$ cat src/rtl/icache_fill_ctrl.sv
// Instruction-cache miss/fill controller: serves cache lookups for three fetch ports,
// issues one line request to memory per miss, and writes the returned line into the cache.
module icache_fill_ctrl #(
   parameter int MEM_TAG_W = 4
) (
   input  logic                 clock,
   input  logic                 reset,
   input  logic [2:0][31:0]     fetch_pc,
   input  logic [2:0]           fetch_valid,
   input  logic                 squash,
   input  logic                 mem_busy,
   input  logic [MEM_TAG_W-1:0] mem2proc_response,
   input  logic [63:0]          mem2proc_data,
   input  logic [MEM_TAG_W-1:0] mem2proc_tag,
   input  logic [2:0][63:0]     cm_data,
   input  logic [2:0]           cm_valid,
   output logic [2:0][4:0]      cm_rd_index,
   output logic [2:0][7:0]      cm_rd_tag,
   output logic                 cm_wr_en,
   output logic [4:0]           cm_wr_index,
   output logic [7:0]           cm_wr_tag,
   output logic [63:0]          cm_wr_data,
   output logic [1:0]           proc2mem_command,
   output logic [31:0]          proc2mem_addr,
   output logic [2:0][63:0]     inst_data,
   output logic [2:0]           inst_valid,
   output logic                 miss_busy,
   output logic [1:0]           dbg_state
);

   typedef enum logic [1:0] {
      S_IDLE = 2'd0,
      S_REQ  = 2'd1,
      S_WAIT = 2'd2
   } state_t;

   localparam logic [1:0] CMD_NONE = 2'h0;
   localparam logic [1:0] CMD_LOAD = 2'h1;

   state_t               r_state;
   logic [MEM_TAG_W-1:0] r_pending_tag;
   logic [4:0]           r_miss_index;
   logic [7:0]           r_miss_tag;
   logic [31:0]          r_miss_addr;

   logic [2:0]  w_miss;
   logic        w_any_miss;
   logic [31:0] w_sel_pc;
   logic        w_load;
   logic        w_accept;
   logic        w_fill;

   always_comb begin
      for (int i = 0; i < 3; i++) begin
         cm_rd_index[i] = fetch_pc[i][7:3];
         cm_rd_tag[i]   = fetch_pc[i][15:8];
      end
   end

   assign inst_data  = cm_data;
   assign inst_valid = fetch_valid & cm_valid;

   // Port 2 is the oldest fetch, so it wins when several ports miss together.
   assign w_miss     = fetch_valid & ~cm_valid;
   assign w_any_miss = |w_miss;

   always_comb begin
      w_sel_pc = fetch_pc[0];
      if (w_miss[2]) begin
         w_sel_pc = fetch_pc[2];
      end else if (w_miss[1]) begin
         w_sel_pc = fetch_pc[1];
      end
   end

   assign w_load   = (r_state == S_REQ) && !mem_busy;
   assign w_accept = w_load && (mem2proc_response != '0);
   assign w_fill   = (r_state == S_WAIT) && (mem2proc_tag != '0) &&
                     (mem2proc_tag == r_pending_tag);

   always_ff @(posedge clock) begin
      if (reset) begin
         r_state       <= S_IDLE;
         r_pending_tag <= '0;
         r_miss_index  <= '0;
         r_miss_tag    <= '0;
         r_miss_addr   <= '0;
      end else begin
         case (r_state)
            S_IDLE: begin
               if (w_any_miss && !squash) begin
                  r_miss_index <= w_sel_pc[7:3];
                  r_miss_tag   <= w_sel_pc[15:8];
                  r_miss_addr  <= w_sel_pc & 32'hFFFF_FFF8;
                  r_state      <= S_REQ;
               end
            end
            S_REQ: begin
               // Acceptance beats a same-cycle squash: memory already owns the request.
               if (w_accept) begin
                  r_pending_tag <= mem2proc_response;
                  r_state       <= S_WAIT;
               end else if (squash) begin
                  r_state <= S_IDLE;
               end
            end
            S_WAIT: begin
               if (w_fill) begin
                  r_state <= S_IDLE;
               end
            end
            default: r_state <= S_IDLE;
         endcase
      end
   end

   assign proc2mem_command = w_load ? CMD_LOAD : CMD_NONE;
   assign proc2mem_addr    = w_load ? r_miss_addr : 32'h0;
   assign cm_wr_en         = w_fill;
   assign cm_wr_index      = r_miss_index;
   assign cm_wr_tag        = r_miss_tag;
   assign cm_wr_data       = mem2proc_data;
   assign miss_busy        = (r_state != S_IDLE);
   assign dbg_state        = r_state;

endmodule

$ cat config.mk
export PLATFORM = sky130hd
export DESIGN_NAME = icache_fill_ctrl
export DESIGN_NICKNAME = d
export VERILOG_FILES = /design/src/rtl/icache_fill_ctrl.sv
export SDC_FILE = /design/constraint.sdc
export NUM_CORES = 1
export LEC_CHECK = 0
export CORE_AREA = 2 2 280 282
export DETAILED_ROUTE_END_ITERATION = 6
export DIE_AREA = 0 0 282 284
export HOLD_SLACK_MARGIN = 0.08
export PLACE_DENSITY_LB_ADDON = 0.08
export SLEW_MARGIN = 20
export SYNTH_ARGS = -nofsm -noshare
export SYNTH_HDL_FRONTEND = slang
export SYNTH_SLANG_ARGS = --single-unit
$ cat constraint.sdc
create_clock -name clock -period 1.3 [get_ports clock]
set_input_delay 0.13 -clock clock [delete_from_list [all_inputs] [get_ports clock]]
set_output_delay 0.13 -clock clock [all_outputs]
set_load 0.02 [all_outputs]
Word-level counts from Yosys, hierarchy flattened
Cells that the tools add are included.
W data, S select, Z words.
{"block": "totals", "word_cells": 38, "register_bits": 48, "out_inout_bits": 349}
{"block": "op_classes", "muxes": 9, "n_eq_ne": 6, "n_reduce_logical": 15, "bitwise_logic": 3}
{"cell": "$mux W32", "n": 3}
{"cell": "$mux W2", "n": 4}
{"cell": "$reduce_bool A4 Y1", "n": 2}
{"cell": "$and A3 B3 Y3", "n": 2}
{"cell": "$pmux W2 S3", "n": 1}
{"cell": "$logic_and A1 B1 Y1", "n": 5}
{"cell": "$eq A4 B4 Y1", "n": 1}
{"cell": "$ne A2 B2 Y1 const B", "n": 2}
{"cell": "$reduce_and A2 Y1", "n": 2}
{"cell": "$ne A3 B3 Y1 const B", "n": 1}
{"cell": "$not A3 Y3", "n": 1}
{"cell": "$reduce_and A3 Y1", "n": 1}
{"cell": "$reduce_or A3 Y1", "n": 1}
{"cell": "$eq A2 B1 Y1 const B", "n": 1}
{"cell": "$eq A2 B2 Y1 const B", "n": 1}
{"cell": "$logic_not A1 Y1", "n": 2}
{"cell": "$logic_not A2 Y1", "n": 1}
{"cell": "$reduce_bool A2 Y1", "n": 1}
{"cell": "$mux W1", "n": 1}

Depth between registers and ports, before layout
Gate-level depths: netlist of the first run.
{"block": "logic_depth", "depth_word": 6, "depth_mapped": 7, "depth_no_buf": 4}

Worst setup path before layout of the first run
Ideal clock, no wire load.
{"block": "synth_path", "path_type": "flip-flop to flip-flop", "startpoint": "register r_state[0] (netlist: dbg_state[0])", "endpoint": "register r_state[1] (netlist: dbg_state[1])", "path_stages_with_launch": 5, "arrival_time_ps": 1412, "path_slack_ps": -198, "setup_ps": 86, "required_time_ps": 1214, "cell_sequence": "dfxtp_1 -> nor3b_4 -> o41ai_4 -> and3_1 -> a221oi_2"}
{"block": "synth_between", "elab_chain_cells": 5, "word_cells_on_any_way": 13}
{"item": "from (decl)", "line": "40", "rtl": "state_t r_state;"}
{"item": "from (signal assigned)", "line": "83", "rtl": "r_state <= S_IDLE;"}
{"item": "from (signal assigned)", "line": "95", "rtl": "r_state <= S_REQ;"}
{"item": "from (signal assigned)", "line": "102", "rtl": "r_state <= S_WAIT;"}
{"item": "$eq A2 B1 Y1 / $eq A2 B2 Y1 (equally long branches)", "line": "76, 89, 78"}
{"item": "$logic_and A1 B1 Y1 (on tied branches)", "line": "76, 78"}
{"item": "$logic_and A1 B1 Y1 (on tied branches)", "line": "77, 78"}
{"item": "$ne A3 B3 Y1 (no source line), or another cell as far along"}
{"item": "$reduce_and A3 Y1 (no source line) / $pmux W2 S3 (equally long branches)"}
Several ways; a longest one is shown, not always the timed one.
A chain may end at the register's enable or synchronous reset.

Final worst setup path of the first run
{"block": "layout_path", "startpoint": "register r_state[1] (netlist: dbg_state[1])", "endpoint": "output port proc2mem_addr[20]"}
{"block": "layout_between", "elab_chain_cells": 3}
{"item": "$eq A2 B1 Y1", "line": "76", "rtl": "assign w_load = (r_state == S_REQ) && !mem_busy;"}
{"item": "$logic_and A1 B1 Y1", "line": "76"}
{"item": "$mux W32", "line": "118", "rtl": "assign proc2mem_addr = w_load ? r_miss_addr : 32'h0;"}
{"item": "to (decl)", "line": "24", "rtl": "output logic [31:0] proc2mem_addr,"}
Every way passes these cells.

==> results, run 1 <==
- The run finished, with violations left.
- The checks that failed: setup timing.
- OpenSTA, run right after detailed placement, puts the worst setup slack at -0.825 ns.
- For this run, the leading register cell type out of synthesis is sky130_fd_sc_hd__dfxtp_1.
- The area of all sequential standard cells is 716 µm².
- The maximum number of pins on one net before global-route repair is 28.
- Summed over its instances, the top area cell type makes up 54.0% of the synthesized netlist area.
- The total routed wirelength is ~24 mm.
- The total count of hold-check failures in the final report is 0.
- Across the VDD grid, the largest voltage drop is 407 µV.
- The clock root buffer is sky130_fd_sc_hd__clkbuf_16.
- The number of buffers on the longest clock path is 2.
- The initial antenna violation count is 5.
- TritonCTS built the clock tree.
- The die footprint is roughly 80000 µm².
- The cell count after synthesis came out at 549.
- The clock reaches the later pin of the worst-skew pair after 0.32 ns.
- The filler cell count in the final layout is approximately 9000.
- The count of unique library cells instantiated by Yosys is 27.
- The area growth from synthesis to layout is 47.1%.
- The clock-pin slew on the worst setup and hold paths is 0.06 ns.
- The number of enable flip-flop cells after synthesis is 0.
- The tree built by TritonCTS fans out to 35 sinks.
- The final cell utilization of the core is 8.42%.
- The final-report max-slew violation count was 0.
- The first TritonRoute pass finished after 4 iterations.
- The register area share after synthesis is ~16%.
- The final clock period utilization by the worst path is 134%.
- The total area of multi-input combinational cells is approximately 1400 µm².
- The detailed-route vias per instance is 2.10.
- After detailed routing, the number of remaining DRC violations is 0.
- Ranked by total cell area, the synthesized netlist is headed by sky130_fd_sc_hd__buf_4 (54%), sky130_fd_sc_hd__dfxtp_1 (16%), sky130_fd_sc_hd__mux2i_1 (6.6%), sky130_fd_sc_hd__a22o_1 (5.8%), sky130_fd_sc_hd__and2_1 (4.5%).
- The count of yosys warnings during synthesis is 0.
- The number of port buffers is 193.
- The path type of the worst min-delay path is in -> out.
- The number of flip-flops and latches in the synthesized netlist is 35.
- The async set-or-reset flop fraction in the synthesized netlist is 0%.
- The shortest clock period the worst path allows after layout is 1.74 ns.
- The number of top-level design ports is 719.
- The clock arrives with 0.0163 ns of skew.
- The finished cells cover 6480 µm².
- The post-route netlist has 37.5% of its cells at a drive strength greater than 1.
- The reported max-cap violation count is 0.
- After detailed routing, the average wire length per cell comes to approximately 15 µm.
- The final layout net count is 889.
- Static timing analysis puts the maximum clock frequency at 575 MHz.
- The number of core rows is 102.
- The final setup violation count is ~70.
- Setup repair after global routing could not meet its margin everywhere.
- The placer congestion estimate is 0.583.
- The synthesized netlist occupies a cell area of 4410 µm².
- The highest fanout seen on the critical path is 6.
- The overall power is 4.09 mW.
- The most common cell in the synthesized netlist is sky130_fd_sc_hd__buf_4.
- STA classifies the critical path startpoint as a flip-flop.
- Sorting the synthesized cells by how often they occur yields sky130_fd_sc_hd__buf_4 (317), sky130_fd_sc_hd__dfxtp_1 (35), sky130_fd_sc_hd__nor2_1 (35).
- The total area inside the core boundary comes to 77000 µm².
- The smallest hold slack is 0.260 ns.
- For the worst setup path, the data required time is 1.17 ns.
- Global routing consumed, over all layers together, 5.76% of the routing resources.
- The placement-stage cell area is 5930 µm².
- The detailed placer's ending HPWL is 18.6 mm.
- After the first detailed-routing iteration, the DRC count stood at between 60 and 70.
- The H-tree generated during clock tree synthesis spans 2 levels.
- Across all setup checks in the final design, the least slack found is -0.440 ns.
- Averaged over all synthesized cells, the footprint is 8.02 µm².
- TritonCTS created 5 clock buffers.
- The final route contains roughly 3300 vias.
- The worst reg-to-reg setup slack is -0.37 ns.
- Global routing finished with a remaining overflow of 0.
- The number of global-route vias before repair is 3597.
- The global-route wire length before repair is 30.5 mm.
- The static leakage power is 2.52 nW.
- For this design the ratio of total power to cell area is between 600 and 700 nW/µm².
- The largest area contributor in the netlist is sky130_fd_sc_hd__buf_4.
- The final antenna-violating net count is 0.
- The path type of the worst setup path is reg -> out.
- The data arrival time at the worst-slack endpoint is between 1.5 and 2 ns.
- Measured along the x axis, the die boundary spans around 280 µm.
- The die is 284 µm tall.
- The endpoint kind of the worst setup timing path is a primary output.
- The starting density of the core is 5.72%.
[path summary, 6_finish.rpt]
path,start,to,cells past startpoint
min reg2reg,r_miss_addr[17]$_SDFFE_PP0P_,r_miss_addr[17]$_SDFFE_PP0P_,1
max,dbg_state[1]$_SDFFE_PP0P_,proc2mem_addr[20],7
min,mem2proc_data[39],cm_wr_data[39],0
max reg2reg,dbg_state[0]$_SDFFE_PP0P_,dbg_state[0]$_SDFFE_PP0P_,9
[where the power goes]
group	internal (mW)	total, mW	switching (mW)
clock network	0.714	1.36	0.650
registers	1.15	1.21	0.0663
logic	0.842	1.51	0.672
[cell type report]
type	count	share of cell area (%)
Inverter	2	0.154
Clock buffer	6	1.99
Tap cell	1040	20.1
Timing Repair Buffer	293	44.7
Multi-Input combinational cell	182	21.8
Antenna cell	4	0.154
Sequential cell	35	11.0
Clock inverter	2	0.174
[cell families after synthesis]
logic type,share of synthesized area (%)
compound gates,11.0
xor+xnor,0.795
buf+inv,55.9
flops,15.9
mux,6.59
other cells,0.0851
simple gates,9.74
[sequential cells by signal (all words and copies together), names as in the netlist]
name	count
cm_wr_index	4
cm_wr_tag	7
dbg_state	2
r_miss_addr	18
r_pending_tag	4
[through the flow]
stage / std cells / TNS (ns)
floorplan: 552 / -0.639
global placement: 1530 / -44.96
detailed placement: 1530 / -44.65
CTS: 1559 / -25.24
global route: 1561 / -27.03
finish: 1564 / -20.83
[placed cells by master, fill, tap and decap left out, drive strengths merged]
| cell type | n |
|---|---|
| diode | 4 |
| o41ai | 1 |
| a221oi | 1 |
| and3 | 1 |
| nor4b | 1 |
| dfxtp | 35 |
| a31oi | 1 |
| clkinv | 1 |
| nor3 | 1 |
| dlygate4sd2 | 51 |
| mux2i | 29 |
| clkbuf | 8 |
| and2 | 32 |
| xnor2 | 2 |
| inv | 3 |
| conb | 4 |
| a21oi | 29 |
| a22oi | 4 |
| buf | 130 |
| clkdlybuf4s15 | 6 |
| clkdlybuf4s50 | 104 |
| a22o | 29 |
| nor3b | 1 |
| o21ai | 1 |
| nor2 | 35 |
| nand3 | 2 |
| xor2 | 2 |
| nand2b | 4 |
| nor4 | 2 |
[timing repair]
action,4_1_cts,5_1_grt
resized for setup,258,31
pin swaps,27,18
buffers inserted,18,7
hold buffers,0,0
endpoints found under the setup margin,122,68
gates cloned,4,0
endpoints found under the hold margin,0,0
[metal layers]
layer / track usage, % / up-vias / wire, µm
met5: 0 / - / 8
met4: 3.90 / 2 / 1430
met3: 3.19 / 116 / 3020
met2: 8.97 / 317 / 10600
met1: 5.88 / 1425 / 8710
li1: - / 1417 / -
[critical path, stage by stage (launching register included)]
cell and delay (ns):
sky130_fd_sc_hd__dfxtp_4 0.35, sky130_fd_sc_hd__nor3b_4 0.22, sky130_fd_sc_hd__buf_12 0.15, sky130_fd_sc_hd__buf_16 0.15
sky130_fd_sc_hd__buf_12 0.11, sky130_fd_sc_hd__buf_6 0.08, sky130_fd_sc_hd__and2_4 0.13, sky130_fd_sc_hd__buf_6 0.11
No activity file was read; power rests on OpenSTA's default activity.
==> run 2, diff against run 1 <==
- CAP_MARGIN: not set -> 10
==> results of run 2 <==
Same layout as run 1: the final DEF is identical, and so are final timing and power.
